==> src/rtl/debug_arb_pkg.sv <==
// Shared state encoding and trailer layout for the debug FIFO write arbiters.
package debug_arb_pkg;

   typedef enum logic [1:0] {
      ST_IDLE  = 2'd0,
      ST_DATA  = 2'd1,
      ST_TRAIL = 2'd2
   } arb_state_e;

   localparam logic [15:0] HDR_MAGIC_DEF = 16'hDB60;

   localparam int TRL_MAGIC_LSB = 48;
   localparam int TRL_GRANT_LSB = 40;
   localparam int TRL_CNT_LSB   = 32;
   localparam int TRL_SEQ_LSB   = 0;

   // Bits [47:44] stay zero so the host can widen the grant field later.
   function automatic logic [63:0] build_trailer(
      input logic [15:0] magic,
      input logic [3:0]  grant,
      input logic [7:0]  cnt,
      input logic [31:0] seq
   );
      logic [63:0] t;
      t = 64'd0;
      t[TRL_MAGIC_LSB +: 16] = magic;
      t[TRL_GRANT_LSB +: 4]  = grant;
      t[TRL_CNT_LSB +: 8]    = cnt;
      t[TRL_SEQ_LSB +: 32]   = seq;
      return t;
   endfunction

endpackage

==> src/rtl/rr_pick.sv <==
// Combinational round-robin selector: first set request at or after ptr_i, wrapping at N.
module rr_pick #(
   parameter int N = 4
) (
   input  logic [N-1:0] req_i,
   input  logic [3:0]   ptr_i,
   output logic [3:0]   idx_o,
   output logic         any_o
);

   logic [15:0] req_ext_s;
   logic [4:0]  sum_s;
   logic [4:0]  pos_s;
   logic        hit_s;

   assign req_ext_s = 16'(req_i);

   // Cyclic scan from the pointer; the first hit wins.
   always_comb begin
      idx_o = 4'd0;
      any_o = 1'b0;
      sum_s = 5'd0;
      pos_s = 5'd0;
      hit_s = 1'b0;
      for (int k = 0; k < N; k++) begin
         sum_s = 5'(ptr_i) + 5'(k);
         pos_s = (sum_s >= 5'(N)) ? (sum_s - 5'(N)) : sum_s;
         hit_s = !any_o && req_ext_s[pos_s[3:0]];
         any_o = any_o | hit_s;
         idx_o = hit_s ? pos_s[3:0] : idx_o;
      end
   end

endmodule

==> src/rtl/debug_fifo_wr_arbiter.sv <==
// Round-robin, burst-granular scheduler for the debug capture FIFO write port;
// every burst is closed by a trailer word carrying source, length and sequence number.
module debug_fifo_wr_arbiter
   import debug_arb_pkg::*;
#(
   parameter int          N_SRC     = 4,
   parameter int          BURST_LEN = 16,
   parameter logic [15:0] HDR_MAGIC = HDR_MAGIC_DEF
) (
   input  logic                  wr_clk,
   input  logic                  rstn,
   input  logic                  en,
   input  logic [N_SRC-1:0]      src_valid,
   input  logic [N_SRC*64-1:0]   src_data,
   output logic [N_SRC-1:0]      src_ready,
   output logic [63:0]           fifo_din,
   output logic                  fifo_wr_en,
   input  logic                  fifo_full,
   input  logic                  fifo_prog_full,
   output logic                  busy,
   output logic [3:0]            grant_id,
   output logic [31:0]           seq_num
);

   arb_state_e  state_q, state_d;
   logic [3:0]  rr_ptr_q, rr_ptr_d;
   logic [3:0]  grant_q, grant_d;
   logic [7:0]  word_cnt_q, word_cnt_d;
   logic [31:0] seq_q, seq_d;

   logic [3:0]  pick_idx_s;
   logic        pick_any_s;
   logic        gnt_valid_s;
   logic [63:0] gnt_data_s;
   logic        room_s;
   logic        xfer_s;
   logic        last_s;

   rr_pick #(.N(N_SRC)) u_pick (
      .req_i (src_valid),
      .ptr_i (rr_ptr_q),
      .idx_o (pick_idx_s),
      .any_o (pick_any_s)
   );

   // Select the granted source's valid and data.
   always_comb begin
      gnt_valid_s = 1'b0;
      gnt_data_s  = 64'd0;
      for (int i = 0; i < N_SRC; i++) begin
         gnt_valid_s = (grant_q == 4'(i)) ? src_valid[i] : gnt_valid_s;
         gnt_data_s  = (grant_q == 4'(i)) ? src_data[64*i +: 64] : gnt_data_s;
      end
   end

   assign room_s = !fifo_full && (word_cnt_q < 8'(BURST_LEN));
   assign xfer_s = (state_q == ST_DATA) && gnt_valid_s && room_s;
   assign last_s = ((word_cnt_q + 8'd1) == 8'(BURST_LEN));

   // FIFO write port and source handshakes; data passes straight through.
   always_comb begin
      src_ready  = '0;
      fifo_wr_en = 1'b0;
      fifo_din   = 64'd0;
      case (state_q)
         ST_DATA: begin
            for (int i = 0; i < N_SRC; i++) begin
               src_ready[i] = (grant_q == 4'(i)) && room_s;
            end
            fifo_wr_en = xfer_s;
            fifo_din   = xfer_s ? gnt_data_s : 64'd0;
         end
         ST_TRAIL: begin
            fifo_wr_en = !fifo_full;
            fifo_din   = !fifo_full ? build_trailer(HDR_MAGIC, grant_q, word_cnt_q, seq_q) : 64'd0;
         end
         default: begin
            src_ready  = '0;
            fifo_wr_en = 1'b0;
            fifo_din   = 64'd0;
         end
      endcase
   end

   // Burst sequencing: a gap or a full burst ends DATA; the trailer waits out fifo_full.
   always_comb begin
      state_d    = state_q;
      rr_ptr_d   = rr_ptr_q;
      grant_d    = grant_q;
      word_cnt_d = word_cnt_q;
      seq_d      = seq_q;
      case (state_q)
         ST_IDLE: begin
            if (en && !fifo_prog_full && pick_any_s) begin
               state_d    = ST_DATA;
               grant_d    = pick_idx_s;
               word_cnt_d = 8'd0;
            end else begin
               state_d = ST_IDLE;
            end
         end
         ST_DATA: begin
            if (xfer_s) begin
               word_cnt_d = word_cnt_q + 8'd1;
               state_d    = last_s ? ST_TRAIL : ST_DATA;
            end else if (!gnt_valid_s) begin
               state_d = ST_TRAIL;
            end else begin
               state_d = ST_DATA;
            end
         end
         ST_TRAIL: begin
            if (!fifo_full) begin
               seq_d    = seq_q + 32'd1;
               rr_ptr_d = (grant_q == 4'(N_SRC-1)) ? 4'd0 : (grant_q + 4'd1);
               state_d  = ST_IDLE;
            end else begin
               state_d = ST_TRAIL;
            end
         end
         default: begin
            state_d = ST_IDLE;
         end
      endcase
   end

   // Arbiter state registers.
   always_ff @(posedge wr_clk or negedge rstn) begin
      if (!rstn) begin
         state_q    <= ST_IDLE;
         rr_ptr_q   <= 4'd0;
         grant_q    <= 4'd0;
         word_cnt_q <= 8'd0;
         seq_q      <= 32'd0;
      end else begin
         state_q    <= state_d;
         rr_ptr_q   <= rr_ptr_d;
         grant_q    <= grant_d;
         word_cnt_q <= word_cnt_d;
         seq_q      <= seq_d;
      end
   end

   assign busy     = (state_q != ST_IDLE);
   assign grant_id = busy ? grant_q : 4'd0;
   assign seq_num  = seq_q;

endmodule

==> config.mk <==
export PLATFORM = sky130hd
export DESIGN_NAME = debug_fifo_wr_arbiter
export DESIGN_NICKNAME = d
export VERILOG_FILES = /design/src/rtl/debug_arb_pkg.sv /design/src/rtl/rr_pick.sv /design/src/rtl/debug_fifo_wr_arbiter.sv
export SDC_FILE = /design/constraint.sdc
export NUM_CORES = 1
export LEC_CHECK = 0
export CAP_MARGIN = 40
export CORE_AREA = 2 2 143 145
export CTS_CLUSTER_DIAMETER = 40
export DETAILED_ROUTE_END_ITERATION = 6
export DIE_AREA = 0 0 145 147
export PLACE_DENSITY = 0.7
export REMOVE_ABC_BUFFERS = 1
export SYNTH_ARGS = -nofsm -noshare
export SYNTH_HDL_FRONTEND = slang
export SYNTH_SLANG_ARGS = --single-unit
==> constraint.sdc <==
create_clock -name wr_clk -period 6.29 [get_ports wr_clk]
set_input_delay 1.258 -clock wr_clk [delete_from_list [all_inputs] [get_ports wr_clk]]
set_output_delay 1.258 -clock wr_clk [all_outputs]
set_load 0.005 [all_outputs]
**Word level (Yosys, flattened, before mapping)**

Index checks and enable logic that the tools add are counted.

- Register bits: 50
- Bits of input ports: 265
- Output and inout bits: 106
- Word-level logic and storage cells: 100

- Add/sub/neg operators: 10
- Magnitude comparators: 9
- Eq/ne operators: 8
- Muxes and demuxes: 40
- Bitwise gates (word level): 4
- Reductions and logical operators: 24

Operators with widths:

| kind | count |
|---|---|
| two-way mux 64 bit | 6 |
| case mux 64 bit (2 select lines) | 1 |
| two-way mux 4 bit | 11 |
| adder 32 x 1 -> 32 bit (second input constant) | 1 |
| less-than comparator 4 x 5 -> 1 bit (second input constant) | 4 |
| binary-select mux 1 bit (select 4 bit) | 4 |
| two-way mux 8 bit | 2 |
| case mux 8 bit (2 select lines) | 1 |
| subtractor 4 x 3 -> 4 bit (second input constant) | 4 |
| greater-or-equal comparator 5 x 3 -> 1 bit (second input constant) | 3 |
| logical AND 1 bit | 12 |
| adder 4 x 2 -> 5 bit (second input constant) | 2 |
| two-way mux 1 bit | 9 |
| adder 8 x 1 -> 8 bit (second input constant) | 1 |
| equality test 4 x 2 -> 1 bit (second input constant) | 2 |
| equality test 8 x 5 -> 1 bit (second input constant) | 1 |
| less-than comparator 8 x 5 -> 1 bit (second input constant) | 1 |
| two-way mux 2 bit | 4 |
| case mux 2 bit (3 select lines) | 1 |
| adder 4 x 1 -> 5 bit (second input constant) | 1 |
| logical NOT 1 bit | 5 |
| adder 4 x 1 -> 4 bit (second input constant) | 1 |
| equality test 4 x 1 -> 1 bit (second input constant) | 1 |
| greater-or-equal comparator 4 x 3 -> 1 bit (second input constant) | 1 |
| other kinds (11) | 16 |

**Depth between registers and ports, before layout**

Gate-level depths: netlist of run 1.

- Depth in word-level cells: 16
- Depth in mapped cells: 12

**Cells and area by module**

From an unflattened synthesis of run 1, not the netlist that was laid out.

- Cells, all modules: 737
- Area, all modules: 5521.5 um^2

Modules (own cells, without submodules):

| module | times used | cells an instance | area each (um^2) | seq. area each (um^2) |
|---|---|---|---|---|
| debug_fifo_wr_arbiter | 1 | 674 | 4974.8 | 1251.2 |
| rr_pick | 1 | 63 | 546.8 | 0.0 |

**Worst setup path after synthesis of run 1**

OpenSTA, ideal clock, no wires.

- Kind: in2out
- Start point: input port fifo_full
- End point: output port fifo_din[10]
- Arrival time: 2.457 ns
- Setup slack: 2.575 ns
- Stages: 6
- Path buffers: 1
- Cells stage by stage: nor4_1 nand3b_1 nor2_2 nand2_1 clkbuf_1 o21ai_0

- Word-level cells in the longest chain between the ends: 5

RTL lines:

| element | line | RTL |
|---|---|---|
| start: declaration | debug_fifo_wr_arbiter.sv:18 | `input logic fifo_full,` |
| logical NOT 1 bit | n/a |  |
| logical AND 1 bit | debug_fifo_wr_arbiter.sv:56 | `assign room_s = !fifo_full && (word_cnt_q < 8'(BURST_LEN));` |
| logical AND 1 bit | debug_fifo_wr_arbiter.sv:57 | `assign xfer_s = (state_q == ST_DATA) && gnt_valid_s && room_s;` |
| two-way mux 64 bit | debug_fifo_wr_arbiter.sv:71 | `fifo_din = xfer_s ? gnt_data_s : 64'd0;` |
| case mux 64 bit (2 select lines) * | debug_fifo_wr_arbiter.sv:65 | `case (state_q)` |
| end: declaration | debug_fifo_wr_arbiter.sv:16 | `output logic [63:0] fifo_din,` |

Every way passes the cells marked *; elsewhere a longest branch is shown, timed or not.

**Worst setup path in the final report of run 1**

- Start point: input port src_valid[1]
- End point: output port fifo_din[8]

- Word-level cells in the longest chain between the ends: 7

RTL lines:

| element | line | RTL |
|---|---|---|
| start: declaration | debug_fifo_wr_arbiter.sv:13 | `input logic [N_SRC-1:0] src_valid,` |
| two-way mux 1 bit (3 in a row) | debug_fifo_wr_arbiter.sv:51 | `gnt_valid_s = (grant_q == 4'(i)) ? src_valid[i] : gnt_valid_s;` |
| logical AND 1 bit (2 in a row) | debug_fifo_wr_arbiter.sv:57 |  |
| two-way mux 64 bit | debug_fifo_wr_arbiter.sv:71 |  |
| case mux 64 bit (2 select lines) | debug_fifo_wr_arbiter.sv:65 |  |

No other way between the ends.

==> results of run 1 <==
cells in the mapped netlist, types with 8 or more instances:
cell type | n | share of area (%)
a21oi_1 | 77 | 7.4
a221oi_1 | 64 | 11
and2_1 | 9 | 1.1
and3_1 | 8 | 0.96
clkbuf_1 | 51 | 3.7
dfrtp_1 | 50 | 24
ha_1 | 22 | 5.3
inv_1 | 17 | 1.2
nand2_1 | 79 | 5.7
nand3_1 | 14 | 1.3
nand4_1 | 8 | 0.96
nor2_1 | 96 | 6.9
nor3_1 | 67 | 6.5
o21ai_0 | 50 | 4.8
xnor2_1 | 28 | 4.7
xor2_1 | 8 | 1.3
cell families (layout without fill, tap and decap cells):
logic type	Yosys count	count (layout)	synth area share (%)
mux	7	7	2.19
flops	50	50	24.1
simple gates	311	311	28.2
buf+inv	78	407	5.90
xor+xnor	37	37	6.39
fa+ha+maj	22	22	5.30
compound gates	222	222	28.0
how the worst min path moves through the flow:
| stage | from | endpoint | slack, ps | cells past startpoint |
|---|---|---|---|---|
| after floorplan | seq_num[31]$_DFFE_PN0P_ | seq_num[31]$_DFFE_PN0P_ | 490 | 1 |
| after global placement | seq_num[31]$_DFFE_PN0P_ | seq_num[31]$_DFFE_PN0P_ | 490 | 1 |
| after detailed placement | seq_num[31]$_DFFE_PN0P_ | seq_num[31]$_DFFE_PN0P_ | 500 | 1 |
| after CTS | seq_num[31]$_DFFE_PN0P_ | seq_num[31]$_DFFE_PN0P_ | 510 | 1 |
| after global routing | seq_num[20]$_DFFE_PN0P_ | seq_num[20]$_DFFE_PN0P_ | 560 | 1 |
| final | seq_num[31]$_DFFE_PN0P_ | seq_num[31]$_DFFE_PN0P_ | 520 | 1 |
state kept, by name, summed over array words and instances, names as in the netlist:
name,cells
grant_q,4
state_q,2
rr_ptr_q,4
word_cnt_q,8
seq_num,32
metrics by stage:
step | util (%) | instances | power (mW)
after floorplan | - | 666 | 1.72
after global routing | 47.2 | 1326 | 3.08
after detailed placement | 46.4 | 1318 | 2.49
after global placement | 45.8 | 1313 | 2.43
after CTS | 47.2 | 1326 | 2.81
final | 47.2 | 1326 | 2.80
worst max-delay path, delay by kind of cell:
| kind | cells | cell delay, ps |
|---|---|---|
| buf+inv | 3 | 1400 |
| simple gates | 2 | 750 |
| compound gates | 4 | 550 |
cells in the final DEF, fill, tap and decap left out, types with 3 or more instances in the layout:
cell	count
a21o_1	3
a21oi_1	77
a221oi_1	64
a22oi_1	3
a31oi_1	3
and2_1	5
and2_2	3
and3_1	8
buf_12	4
buf_16	3
buf_4	5
clkbuf_16	5
clkdlybuf4s50_1	369
dfrtp_1	50
ha_1	22
inv_1	17
nand2_1	77
nand2b_1	3
nand3_1	14
nand3b_1	4
nand4_1	8
nor2_1	96
nor2b_1	7
nor3_1	67
o21ai_0	50
xnor2_1	28
xor2_1	8
metal layers:
metal / part of all wire [%] / vias up
li1: - / 3307
met5: 0 / -
met2: 49 / 283
met1: 41 / 3256
met4: 3.4 / 0
met3: 6.4 / 61
power by group through the flow:
stage | Sequential (mW) | Clock [mW] | Combinational, mW
final | 0.437 | 0.304 | 2.06
after global routing | 0.445 | 0.325 | 2.31
after CTS | 0.436 | 0.312 | 2.06
after detailed placement | 0.442 | 0 | 2.05
after global placement | 0.440 | 0 | 1.99
after floorplan | 0.418 | 0 | 1.30
area by class of cell:
class	count	area share, %
clock buffer	7	1.42
clock inverter	1	0.321
inverter	17	0.681
multi-input combinational	599	39.0
sequential	50	13.4
tap	270	3.61
timing repair buffer	382	41.6
==> qor.txt, run 1 <==
path class of the lowest-slack min-delay path: reg2reg
number of synthesized flops with an enable pin: 0
Worst setup endpoint: fifo_din[8]
power density over the cells: 299 nW/um2
share of cells above drive strength 1: 3.88%
Wirelength per Cell: 18.5 um
Critical R2R Capture: word_cnt_q[0]$_DFFE_PN0P_
vias in the first global route: 6936
DP Worst Slack: 1060 ps
routed wire length: 24.6 mm
FF-to-FF setup slack: 2910 ps
launch point of the worst reg-to-reg path: rr_ptr_q[0]$_DFFE_PN0P_
buffer levels on the longest clock path: 2
met3 global-route usage: 4.50%
detailed-placement wirelength estimate: 19.2 mm
count of clock tree sinks: 50
Final Slew Violations: 0
total of buffers placed on input and output ports: 370
hold buffer count at CTS: 0
Worst-Margin Slew: 787 ps
overall die area: 21300 um2
routing layer with the top usage in global route: met2
DIE WIDTH: 145 um
final hold slack: 518 ps
clock insertion delay at the later pin of the skew report: 290 ps
skew final: 6.14 ps
Logic pwr share: 73.5%
global placer's final weighted congestion: 0.899
Max Freq: 190 MHz
Most used DFF post-synth: dfrtp_1
number of setup buffers added after CTS: 0
hold violation count in the final report: 0
Leakage: 3.55 nW
first-pass detailed-route iteration total: 5
Critical Path RT: 5030 ps
nature of the critical path startpoint: primary input
maximum net fanout on the critical path: 29
initial antenna violation count: 0
clock tree root buffer cell: clkbuf_16
Placed Instance Area: 9200 um2
net switching component of the power: 1.36 mW
Most Frequent Cell on Critical Path: clkdlybuf4s50_1
period utilization: 83.6%
depth of the worst register-to-register path: 8
first-pass GRT wire length: 37.8 mm
Avg Synthesized Cell Area: 7.14 um2
Register Area: 1250 um2
CTS tree: yes
Total Routing Usage GR: 22.2%
clock transition at the register clock pins on the worst setup and hold paths after CTS: 70 ps
placement row count: 52
count of cells resized by post-cts repair: 0
Layout Nets: 1342
DRC violation count after routing: 0
class of the most critical setup path: in2out
unrepaired setup endpoints after global routing: false
instance count of the mapped netlist: 727
share of async-settable or async-resettable flops after synthesis: 100%
Antenna diodes: 0
Via Count: 6907
crit end category: primary output
DRC marker count from the first detailed-route iteration: 386
met2 usage in global routing: 38.1%
Internal: 1.44 mW
count of cell types in the netlist: 61
portion of total power attributed to sequential cells: 15.6%
maximum cell stage delay along the critical path: 550 ps
synthesized cell area: 5190 um2
H-tree depth: 2
cell breakdown of the critical path: clkdlybuf4s50_1 > a21o_1 > a22o_1 > a22oi_1 > nor2_2 > nand2_2 > buf_16 > o21ai_0 > clkdlybuf4s50_1
starting utilization of the core area: 26.2%
worst endpoint data arrival time: 4000 ps
final setup vio count: 0
Filler Cells Inserted: 1991
switching part of the total: 48.6%
GR Overflow Total: 0
sequential cell area fraction in the yosys report: 24.1%
Tmin final: 5260 ps
worst setup path start: src_valid[1]
total CTS buffers: 5
standard cell with the maximum stage delay on the critical path: clkdlybuf4s50_1
post-route design area: 9370 um2
area of combinational cells with multiple inputs: 3650 um2
slew margin rel.: 47.6%
maximum number of pins on one net before global-route repair: 74
Core Region: 19800 um2
height of the die: 147 um
slack of the critical path: 1030 ps
antenna violation net count after detailed routing: 0
setup TNS after final layout: 0 ps
routed via count divided by cell count: 5.21
max-cap violation count: 0
run status: finished, final reports clean
io pins: 371
layout-stage area growth over the synthesis result: 80.4%
met1 track utilization from global routing: 27.8%
count of state elements after synthesis: 50
Clk network pwr share: 10.9%
Synthesis Warnings: 0
Worst IR Drop VDD: 0.222 mV
Note: power is estimated with default switching activity, not from simulation.
==> run 2, diff against run 1 <==
- PLACE_DENSITY: 0.7 -> 0.72
- clock period: 6.29 -> 4.7 ns (I/O delays scaled with it)
==> run 2 against run 1 <==
Clock-buffer cell count did not move. Sequential share of layout area barely moved. Combinational power rose by 35%. Total power rose by 33%. Flip-flop and latch count did not move. Setup slack got worse by 630 ps.
==> qor.txt, run 2 (synthesis results as in run 1) <==
Logic pwr share: 74.7% (+1.2 points)
layout-stage area growth over the synthesis result: 79.9%
io pins: 371 (unchanged)
count of clock tree sinks: 50 (unchanged)
first-pass detailed-route iteration total: 5 (unchanged)
switching part of the total: 49.3% (+0.68 points)
hold violation count in the final report: 0 (unchanged)
Tmin final: 4290 ps
number of stages on the worst hold path: 1 (unchanged)
cell class contributing the biggest share of worst-path delay: buffers and inverters
buffer levels on the longest clock path: 2 (unchanged)
first-pass GRT wire length: 37.6 mm (-0.51%)
Max Freq: 233 MHz
starting utilization of the core area: 26.2% (unchanged)
height of the die: 147 um (unchanged)
worst endpoint data arrival time: 3350 ps (-650 ps)
detailed-placement wirelength estimate: 18.8 mm (-1.8%)
depth of the worst register-to-register path: 8 (unchanged)
number of setup buffers added after CTS: 0 (unchanged)
maximum cell stage delay along the critical path: 540 ps (about the same)
clock transition at the register clock pins on the worst setup and hold paths after CTS: 60 ps (about the same)
vias in the first global route: 6903 (-0.48%)
worst-case hold path end point: seq_num[31]$_DFFE_PN0P_
Post-Layout Cell Count: 1331 (+0.38%)
Worst-Margin Slew: 722 ps (-64.5 ps)
FF-to-FF setup slack: 1360 ps (-1550 ps)
hold buffer count at CTS: 0 (unchanged)
power density over the cells: 400 nW/um2 (+34%)
Wirelength per Cell: 18.3 um (-1.0%)
Critical R2R Capture: word_cnt_q[0]$_DFFE_PN0P_
maximum net fanout on the critical path: 28 (-3.4%)
Via Count: 6868 (-0.56%)
Antenna diodes: 0 (unchanged)
GR Overflow Total: 0 (unchanged)
clock tree root buffer cell: clkbuf_16
Final Slew Violations: 0 (unchanged)
total CTS buffers: 5 (unchanged)
path class of the lowest-slack min-delay path: reg2reg
count of cells resized by post-cts repair: 0 (unchanged)
Total Routing Usage GR: 22.0% (-0.19 points)
portion of total power attributed to sequential cells: 15.6% (about the same)
global placer's final weighted congestion: 0.859 (-4.4%)
total of buffers placed on input and output ports: 370 (unchanged)
DRC marker count from the first detailed-route iteration: 327 (-15%)
most common library cell in the layout ignoring fill and taps: clkdlybuf4s50_1
crit end category: primary output
max-cap violation count: 0 (unchanged)
routed wire length: 24.4 mm (-0.68%)
Internal: 1.89 mW (+31%)
CTS tree: yes
class of the most critical setup path: reg2out
post-route design area: 9340 um2 (-0.27%)
Leakage: 3.55 nW (about the same)
Placed Instance Area: 9190 um2 (-0.11%)
run status: finished, final reports clean
most frequent cells in the layout: clkdlybuf4s50_1, nor2_1, a21oi_1, nand2_1, nor3_1
Critical Path RT: 3760 ps (-1270 ps)
H-tree depth: 2 (unchanged)
DRC violation count after routing: 0 (unchanged)
slew margin rel.: 51.9% (+4.3 points)
initial antenna violation count: 0 (unchanged)
instance count after placement with tap cells included: 1323 (+0.38%)
DP Worst Slack: 472 ps (-590 ps)
period utilization: 91.3%
final hold slack: 496 ps (-21.6 ps)
final setup vio count: 0 (unchanged)
Tot Pwr: 3.73 mW (+33%)
origin of the worst min-delay path: seq_num[31]$_DFFE_PN0P_
number of flip-flops under the largest register name: 32 (unchanged)
unrepaired setup endpoints after global routing: false
Core Util, Final: 47.1% (-0.13 points)
launch point of the worst reg-to-reg path: rr_ptr_q[0]$_DFFE_PN0P_
Layout Nets: 1347 (+0.37%)
share of cells above drive strength 1: 4.43% (+0.55 points)
overall die area: 21300 um2 (unchanged)
Worst IR Drop VDD: 0.337 mV (+52%)
skew final: 6.64 ps (+0.499 ps)
routed via count divided by cell count: 5.16 (-0.94%)
standard cell with the maximum stage delay on the critical path: clkdlybuf4s50_1
net switching component of the power: 1.84 mW (+35%)
Clk network pwr share: 9.7% (-1.2 points)
slack of the critical path: 407 ps (-626 ps)
DIE WIDTH: 145 um (unchanged)
number of buffer and inverter stages on the critical path: 3 (unchanged)
maximum number of pins on one net before global-route repair: 131 (+77%)
antenna violation net count after detailed routing: 0 (unchanged)
setup TNS after final layout: 0 ps (unchanged)
placement row count: 52 (unchanged)
clock insertion delay at the later pin of the skew report: 290 ps (about the same)
nature of the critical path startpoint: register
Core Region: 19800 um2 (unchanged)
cell breakdown of the critical path: inv_1 > ha_1 > nor4b_2 > a22o_1 > a22oi_1 > nor2_2 > nand2_2 > buf_4 > o21ai_0 > clkdlybuf4s50_1
run 2: layout make-up:
| cell class | instances | area [um2] |
|---|---|---|
| sequential | 50 | 1250 |
| timing repair buffer | 387 | 3890 |
| inverter | 17 | 63.8 |
| tap | 270 | 338 |
| clock inverter | 1 | 5.00 |
| fill | 1967 | 10500 |
| clock buffer | 7 | 143 |
| multi-input combinational | 599 | 3650 |
run 2: routing by layer:
layer	track usage [%]	routed length, um	vias to the layer above
met2	39.3	12400	260
li1	-	-	3320
met3	4.10	1380	41
met1	27.2	10100	3247
met4	6.09	552	0
met5	0	0	-
run 2: how the worst max path moves through the flow:
stage                           startpoint           end  slack, ps  cells after the start
floorplan           grant_q[1]$_DFFE_PN0P_  fifo_din[18]      -3790                      8
global placement              src_valid[1]  fifo_din[32]        530                      9
detailed placement               fifo_full  fifo_din[32]        470                      8
CTS                 grant_q[0]$_DFFE_PN0P_   fifo_din[8]        450                     10
global route        grant_q[0]$_DFFE_PN0P_  fifo_din[32]        170                     10
finish              grant_q[0]$_DFFE_PN0P_   fifo_din[8]        410                     10
run 2: power groups by stage:
stage / sequential, mW / clock [mW] / combinational [mW]
after floorplan: 0.559 / 0 / 1.74
after detailed placement: 0.590 / 0 / 2.77
after global placement: 0.587 / 0 / 2.74
final: 0.583 / 0.361 / 2.79
after global routing: 0.595 / 0.400 / 3.10
after CTS: 0.581 / 0.379 / 2.78
